## config.mk

```make
export PLATFORM = sky130hd
export DESIGN_NAME = riscv_lsu
export DESIGN_NICKNAME = d
export VERILOG_FILES = /design/src/rtl/riscv_pkg.sv /design/src/rtl/lsu_byte_align.sv /design/src/rtl/riscv_lsu.sv
export SDC_FILE = /design/constraint.sdc
export NUM_CORES = 1
export LEC_CHECK = 0
export ABC_AREA = 1
export CAP_MARGIN = 5
export CORE_MARGIN = 4
export CORE_UTILIZATION = 40
export CTS_CLUSTER_DIAMETER = 50
export CTS_CLUSTER_SIZE = 40
export DETAILED_ROUTE_END_ITERATION = 12
export PLACE_DENSITY = 0.68
export RECOVER_POWER = 25
export SLEW_MARGIN = 0
export SYNTH_ARGS = -nofsm -noshare
export SYNTH_HDL_FRONTEND = slang
export SYNTH_HIERARCHICAL = 1
export SYNTH_SLANG_ARGS = --single-unit
```

## constraint.sdc

```tcl
create_clock -name clk -period 5.7 [get_ports clk]
set_clock_uncertainty 0.15 [all_clocks]
set_input_delay 1.14 -clock clk [delete_from_list [all_inputs] [get_ports clk]]
set_output_delay 1.14 -clock clk [all_outputs]
set_load 0.05 [all_outputs]
```

## src/rtl/riscv_pkg.sv

```systemverilog
// rtl/riscv_pkg.sv - shared load/store encodings, LSU state type and request legality check
package riscv_pkg;

    localparam logic [2:0] F3_B  = 3'd0;
    localparam logic [2:0] F3_H  = 3'd1;
    localparam logic [2:0] F3_W  = 3'd2;
    localparam logic [2:0] F3_BU = 3'd4;
    localparam logic [2:0] F3_HU = 3'd5;

    typedef enum logic [1:0] {
        IDLE  = 2'd0,
        READ  = 2'd1,
        WRITE = 2'd2,
        RESP  = 2'd3
    } lsu_state_t;

    // High when the request must be answered with an error and never touch memory.
    function automatic logic lsu_req_bad(input logic we, input logic [2:0] f3, input logic [1:0] addr_lo);
        logic legal;
        logic misaligned;
        if (we) begin
            legal = (f3 == F3_B) || (f3 == F3_H) || (f3 == F3_W);
        end else begin
            legal = (f3 == F3_B) || (f3 == F3_H) || (f3 == F3_W) || (f3 == F3_BU) || (f3 == F3_HU);
        end
        case (f3)
            F3_H, F3_HU: misaligned = addr_lo[0];
            F3_W:        misaligned = (addr_lo != 2'b00);
            default:     misaligned = 1'b0;
        endcase
        return !legal || misaligned;
    endfunction

endpackage

```

## src/rtl/lsu_byte_align.sv

```systemverilog
// rtl/lsu_byte_align.sv - combinational load extraction/extension and store lane merge
module lsu_byte_align
    import riscv_pkg::*;
(
    input  logic [31:0] buf_word,
    input  logic [2:0]  funct3,
    input  logic [1:0]  addr_lo,
    input  logic [31:0] wdata,
    output logic [31:0] load_data,
    output logic [31:0] store_word
);

    logic [31:0] byte_shift;
    logic [31:0] half_shift;
    logic [7:0]  sel_byte;
    logic [15:0] sel_half;

    // Lane i of the buffer lives in bits [8i+7:8i], so a right shift brings the target lane down.
    assign byte_shift = buf_word >> {addr_lo, 3'b000};
    assign half_shift = buf_word >> {addr_lo[1], 4'b0000};
    assign sel_byte   = byte_shift[7:0];
    assign sel_half   = half_shift[15:0];

    always_comb begin
        load_data = 32'h0;
        case (funct3)
            F3_B:    load_data = {{24{sel_byte[7]}}, sel_byte};
            F3_H:    load_data = {{16{sel_half[15]}}, sel_half};
            F3_W:    load_data = buf_word;
            F3_BU:   load_data = {24'h0, sel_byte};
            F3_HU:   load_data = {16'h0, sel_half};
            default: load_data = 32'h0;
        endcase
    end

    always_comb begin
        store_word = buf_word;
        case (funct3)
            F3_B:    store_word[{addr_lo, 3'b000} +: 8]      = wdata[7:0];
            F3_H:    store_word[{addr_lo[1], 4'b0000} +: 16] = wdata[15:0];
            F3_W:    store_word = wdata;
            default: store_word = buf_word;
        endcase
    end

endmodule

```

## src/rtl/riscv_lsu.sv

```systemverilog
// rtl/riscv_lsu.sv - single-outstanding load/store unit with read-modify-write sub-word stores
module riscv_lsu
    import riscv_pkg::*;
#(
    parameter int MEM_LATENCY = 1
)
(
    input  logic            clk,
    input  logic            rst_b,
    input  logic            req_valid,
    output logic            req_ready,
    input  logic            req_we,
    input  logic [2:0]      req_funct3,
    input  logic [31:0]     req_addr,
    input  logic [31:0]     req_wdata,
    output logic            resp_valid,
    output logic            resp_err,
    output logic [31:0]     resp_rdata,
    output logic [31:0]     mem_addr,
    input  logic [0:3][7:0] mem_data_out,
    output logic [0:3][7:0] mem_data_in,
    output logic            mem_write_en
);

    localparam int CW = (MEM_LATENCY > 1) ? $clog2(MEM_LATENCY) : 1;
    localparam logic [CW-1:0] CNT_LOAD = CW'(MEM_LATENCY - 1);

    lsu_state_t    state;
    lsu_state_t    state_nxt;
    logic [CW-1:0] cnt;
    logic          we_q;
    logic          err_q;
    logic [2:0]    f3_q;
    logic [31:0]   addr_q;
    logic [31:0]   wdata_q;
    logic [31:0]   buf_q;
    logic [31:0]   mem_word;
    logic [31:0]   load_data;
    logic [31:0]   store_word;
    logic          accept;
    logic          req_bad;
    logic          read_done;

    assign accept    = req_valid && (state == IDLE);
    assign req_bad   = lsu_req_bad(req_we, req_funct3, req_addr[1:0]);
    assign read_done = (state == READ) && (cnt == '0);
    assign mem_word  = {mem_data_out[3], mem_data_out[2], mem_data_out[1], mem_data_out[0]};

    always_ff @(posedge clk or negedge rst_b) begin
        if (!rst_b) begin
            state <= IDLE;
        end else begin
            state <= state_nxt;
        end
    end

    always_comb begin
        state_nxt = state;
        case (state)
            IDLE: begin
                if (accept) begin
                    if (req_bad) begin
                        state_nxt = RESP;
                    end else if (!req_we) begin
                        state_nxt = READ;
                    end else if (req_funct3 == F3_W) begin
                        state_nxt = WRITE;
                    end else begin
                        state_nxt = READ;
                    end
                end
            end
            READ: begin
                if (cnt == '0) begin
                    state_nxt = we_q ? WRITE : RESP;
                end
            end
            WRITE:   state_nxt = RESP;
            RESP:    state_nxt = IDLE;
            default: state_nxt = IDLE;
        endcase
    end

    // Request latches, latency counter and read buffer; the counter is preloaded on accept.
    always_ff @(posedge clk or negedge rst_b) begin
        if (!rst_b) begin
            we_q    <= 1'b0;
            err_q   <= 1'b0;
            f3_q    <= 3'd0;
            addr_q  <= 32'h0;
            wdata_q <= 32'h0;
            cnt     <= '0;
            buf_q   <= 32'h0;
        end else begin
            if (accept) begin
                we_q    <= req_we;
                err_q   <= req_bad;
                f3_q    <= req_funct3;
                addr_q  <= req_addr;
                wdata_q <= req_wdata;
                cnt     <= CNT_LOAD;
            end else if ((state == READ) && (cnt != '0)) begin
                cnt <= cnt - CW'(1);
            end
            if (read_done) begin
                buf_q <= mem_word;
            end
        end
    end

    lsu_byte_align u_align (
        .buf_word   (buf_q),
        .funct3     (f3_q),
        .addr_lo    (addr_q[1:0]),
        .wdata      (wdata_q),
        .load_data  (load_data),
        .store_word (store_word)
    );

    assign req_ready    = (state == IDLE);
    assign resp_valid   = (state == RESP);
    assign resp_err     = (state == RESP) && err_q;
    assign resp_rdata   = ((state == RESP) && !err_q && !we_q) ? load_data : 32'h0;
    assign mem_addr     = {addr_q[31:2], 2'b00};
    assign mem_write_en = (state == WRITE);

    always_comb begin
        for (int i = 0; i < 4; i++) begin
            mem_data_in[i] = mem_write_en ? store_word[8*i +: 8] : 8'h00;
        end
    end

endmodule

```

== Word level (Yosys, flattened, before mapping) ==
Index checks and enable logic that the tools add are counted.

* Equal/unequal tests: 13
* Reduce and logical (&&, ||, !) cells: 21
* Muxes and demuxes: 20
* Bitwise gates (word level): 1
* Div/mod/pow operators: 0
* Multipliers: 0
* Shifts and indexed selects: 6
* $add $sub $neg: 3
* Order comparisons: 0

{| class="wikitable"
|+ Operators by type and width
! kind !! count
|-
| $pmux W32 S5 || 1
|-
| $pmux W32 S3 || 1
|-
| $bwmux W32 || 2
|-
| $mux W32 || 1
|-
| $mux W8 || 4
|-
| $shift A16 B7 Y32 const A || 1
|-
| $shift A8 B7 Y32 const A || 1
|-
| $shiftx A16 B7 Y32 || 1
|-
| $shiftx A8 B7 Y32 || 1
|-
| $shr A32 B5 Y16 || 1
|-
| $shr A32 B5 Y8 || 1
|-
| $neg A5 Y7 || 2
|-
| $eq A3 B3 Y1 const B || 4
|-
| $mux W2 || 5
|-
| $pmux W2 S4 || 1
|-
| $eq A3 B1 Y1 const B || 2
|-
| $eq A3 B2 Y1 const B || 2
|-
| $logic_and A1 B1 Y1 || 6
|-
| $logic_not A3 Y1 || 2
|-
| $logic_or A1 B1 Y1 || 5
|-
| $eq A2 B2 Y1 const B || 2
|-
| $mux W1 || 4
|-
| $reduce_bool A2 Y1 || 2
|-
| $logic_not A1 Y1 || 3
|-
| other kinds (9) || 9
|}

* Logic and storage cells: 72
* Bits in read-only memories: 0
* Latch bits: 0
* Bits in registers: 104
* Output and inout port bits: 100
* Memories kept: 0
* Memory bits (writable): 0

== Logic depth before layout (Yosys ltp) ==
* Depth in word-level cells: 11
* Depth in mapped cells: 12
* Depth with buffers taken out: 9

== Modules after synthesis ==
Netlist, hierarchy kept.

{| class="wikitable"
|+ Modules (own cells, without submodules)
! module !! times used !! seq. area each (um2) !! cells an instance !! area each (um2)
|-
| riscv_lsu || 1 || 2602.5 || 569 || 4799.6
|-
| lsu_byte_align || 1 || 0.0 || 682 || 2842.7
|}

== Worst setup path after synthesis ==
Ideal clock, no wire load.

* Path type: register to output
* Start: register addr_q[1]
* End: output mem_data_in[24] (netlist bit)
* Stages on the path, launching flop included: 13
* Data arrival time: 2.117 ns
* Buffers on the path: 3
* Setup slack: 2.293 ns
* Data required time: 4.410 ns
* Path through: dfrtp_1 buf_4 clkinv_2 buf_2 ha_1 buf_2 clkinv_1 nand2_1 o21ai_0 nand2_1 nand3_1 nand2_1 inv_1

{| class="wikitable"
|+ RTL lines
! element !! line !! source
|-
| start: declaration || riscv_lsu.sv:34 || <nowiki>logic [31:0] addr_q;</nowiki>
|-
| start signal: assignment || riscv_lsu.sv:99 || <nowiki>addr_q <= req_addr;</nowiki>
|-
| end: declaration || riscv_lsu.sv:21 || <nowiki>output logic [0:3][7:0] mem_data_in,</nowiki>
|}

==> metrics.log <==
[metrics] run status: finished, violations left
[metrics] failing checks: max-capacitance violations, max-slew violations
[metrics] Setup crit start kind: register
[metrics] DP Wirelength: 17.8 mm
[metrics] antenna diode count: 0
[metrics] final cell count without fillers: around 1600
[metrics] post-synthesis average cell area: 6.11 sq um
[metrics] Die Ht: 146 microns
[metrics] most common library cell in the layout ignoring fill and taps: sky130_fd_sc_hd__nand2_1
[metrics] detail-routed net length per standard cell: 15.2 microns
[metrics] routability cong.: between 0.9 and 1
[metrics] hold-critical path depth: 2
[metrics] placement row count: 50
[metrics] final hold violation count: 0
[metrics] area of the core: between 0.015 and 0.02 sq mm
[metrics] top fanout value on the critical path: 23
[metrics] die area: around 0.021 sq mm
[metrics] clock sink total: 104
[metrics] largest net degree at the start of global routing: 71
[metrics] Remaining DRCs: 0
[metrics] unrepaired setup endpoints after global routing: false
[metrics] post-cts sizing count: 0
[metrics] number of synthesized register bits: about 100
[metrics] arrival time at the worst endpoint: 3.66 ns
[metrics] # nets final: between 1000 and 1500
[metrics] first-pass detailed-route iteration total: 6
[metrics] number of warning messages in the yosys log: 6
[metrics] Max Clk Rate: around 200 MHz
[metrics] final critical-path required period: between 4 and 5 ns
[metrics] power per cell area: 673 mW/mm^2
[metrics] Post-Synthesis Cells: about 1300
[metrics] standard cell area after detailed placement: 0.00944 sq mm
[metrics] Routed Antenna Nets: 0
[metrics] Synth cell types: 30
[metrics] Final Routed Wirelength: between 20 and 25 mm
[metrics] vias in the first global route: around 7400
[metrics] commonest cells after routing, fill and taps aside: 509 x sky130_fd_sc_hd__nand2_1, 218 x sky130_fd_sc_hd__nor2_1, 199 x sky130_fd_sc_hd__clkdlybuf4s50_1
[metrics] wire length of the first global-routing pass: approximately 39 mm
[metrics] Slew Limit Headroom: -116%
[metrics] CTS tree: done
[metrics] number of buffers created by CTS: 9
[metrics] number of violations of the max-capacitance limit: 1
[metrics] fraction of final layout cells with drive strength greater than 1: between 4 and 5%
[metrics] total setup buffers inserted after CTS: 0
[metrics] transition time of the tightest slew-check pin: about 3.2 ns
[metrics] I/O Buffers: 200
[metrics] required arrival time at the worst endpoint: between 4 and 5 ns
[metrics] final cell area excluding filler cells: slightly below 0.01 sq mm
[metrics] Setup Total Neg Slack: 0 ns
[metrics] type of the worst setup path: reg2out
[metrics] chip width: around 150 microns
[metrics] count of placed standard cells including taps: around 1600
[metrics] area growth from synthesis to final layout: 27.9%
[metrics] maximum resistive drop on vdd: between 0.3 and 0.4 mV
[metrics] register area share after synthesis: about 34%
[metrics] Overall Global Routing Usage: between 20% and 30%
[metrics] Clk Latency, worst-skew pair: roughly 0.37 ns
[metrics] Post-CTS Hold Buffers: 0
[metrics] Root Buffer: sky130_fd_sc_hd__clkbuf_16
[metrics] GRT Residual Overflow: 0
[metrics] I/O pin total: 203
[metrics] Crit. End Element: output port
[metrics] maximum root-to-sink buffer count: 2
[metrics] average vias per placed instance: between 4 and 5
[metrics] final-report setup violation count: 0
[metrics] antenna violations before repair: 1
[metrics] first-iteration detailed-routing DRC count: 736
[metrics] cells on worst reg2reg path: 4
[metrics] Static Leak: between 5 and 6 nW
[metrics] class of the tightest hold or removal check: reg2reg
[metrics] CTS HTree Levels: 3
[metrics] post-synthesis instance area: about 0.0076 sq mm
[metrics] final critical-path share of the clock period: between 80% and 90%
[metrics] final hold slack: between 0.3 and 0.4 ns
[metrics] Initial Utilization: 40.7%
[metrics] count of pins over their slew limit: 61
[metrics] via total after detailed routing: ~8000
[metrics] clock-pin slew reported for the worst setup and hold paths after clock tree synthesis: around 0.080 ns
## where the power goes
part | switching (mW) | leakage (nW) | total [mW] | internal (mW)
sequential | 0.391 | 1.27 | 1.48 | 1.09
clock | 0.318 | 0.164 | 0.713 | 0.395
combinational | 2.96 | 3.70 | 4.38 | 1.42
total | 3.67 | 5.14 | 6.57 | 2.91
## Yosys cell counts (all sizes together)
cell type / instances / area [sq um]
a21oi: 11 / 58.8
buf: 75 / 478
clkbuf: 19 / 71.3
clkinv: 2 / 8.75
conb: 1 / 3.75
dfrtp: 104 / 2600
ha: 9 / 113
inv: 157 / 589
mux2: 32 / 360
nand2: 512 / 1930
nand3: 41 / 205
nand3b: 1 / 7.51
nand4: 17 / 106
nor2: 222 / 843
nor3: 1 / 5.00
o211ai: 6 / 45.0
o21ai: 37 / 185
o21bai: 2 / 15.0
o22ai: 1 / 6.26
or2: 1 / 6.26
## registers in the layout (all words and copies together), names as in the netlist
signal   cells
cnt          1
wdata_q     32
f3_q         3
addr_q      32
buf_q       32
err_q        1
state        2
we_q         1
## area by class of cell
cell class | instances | area (sq um)
clock buffers | 9 | 225
clock inverters | 7 | 111
fillers | 1935 | 9000
inverters | 159 | 598
multi-input cells | 895 | 3890
flip-flops and latches | 104 | 2600
well taps | 234 | 293
repair buffers | 207 | 2050
## layer usage
metal / GRT usage (%) / vias up / wire length, microns
met3: 5.96 / 38 / 2540
met2: 34.8 / 348 / 10900
met1: 30.9 / 3540 / 10500
li1: - / 3957 / -
met5: 0 / - / 12
met4: 7.95 / 2 / 654
## path summary, 6_finish.rpt
| kind | startpoint | to | slack [ns] |
|---|---|---|---|
| max in group asynchronous | rst_b | buf_q[23]$_DFFE_PN0P_ | 1.76 |
| hold / removal | addr_q[9]$_DFFE_PN0P_ | addr_q[9]$_DFFE_PN0P_ | 0.33 |
| min in group asynchronous | rst_b | addr_q[25]$_DFFE_PN0P_ | 1.71 |
| hold reg to reg | addr_q[9]$_DFFE_PN0P_ | addr_q[9]$_DFFE_PN0P_ | 0.33 |
| setup / recovery | addr_q[0]$_DFFE_PN0P_ | mem_data_in[31] | 0.75 |
| setup reg to reg | state[1]$_DFFE_PN0P_ | buf_q[23]$_DFFE_PN0P_ | 3.21 |
## metrics by stage
step                setup slack, ns  total power, mW  util (%)
floorplan                      2.29             4.69         -
global route                  0.448             7.09      52.1
detailed placement             1.21             5.83      50.3
finish                        0.750             6.57      52.1
global placement               1.32             5.79      50.3
CTS                           0.798             6.57      52.1
## kinds of logic (layout without fill, tap and decap cells)
| group | after synthesis | count (layout) | share of synthesized area, % |
|---|---|---|---|
| compound gates | 57 | 57 | 4.06 |
| fa+ha+maj | 9 | 9 | 1.47 |
| buf+inv | 253 | 382 | 15.0 |
| flops | 104 | 104 | 34.1 |
| mux | 32 | 32 | 4.72 |
| other cells | 1 | 2 | 0.0491 |
| simple gates | 795 | 795 | 40.6 |
## critical path, stage by stage (launching register included)
cell and delay, ns:
sky130_fd_sc_hd__dfrtp_1 0.81, sky130_fd_sc_hd__inv_1 0.25, sky130_fd_sc_hd__ha_1 0.54, sky130_fd_sc_hd__clkinv_1 0.29
sky130_fd_sc_hd__nand2_1 0.30, sky130_fd_sc_hd__o21ai_0 0.12, sky130_fd_sc_hd__nand2_1 0.09, sky130_fd_sc_hd__nand3_1 0.07
sky130_fd_sc_hd__nand2_1 0.07, sky130_fd_sc_hd__inv_1 0.04, sky130_fd_sc_hd__clkdlybuf4s50_1 0.70
Note: power is estimated with default switching activity, not from simulation.
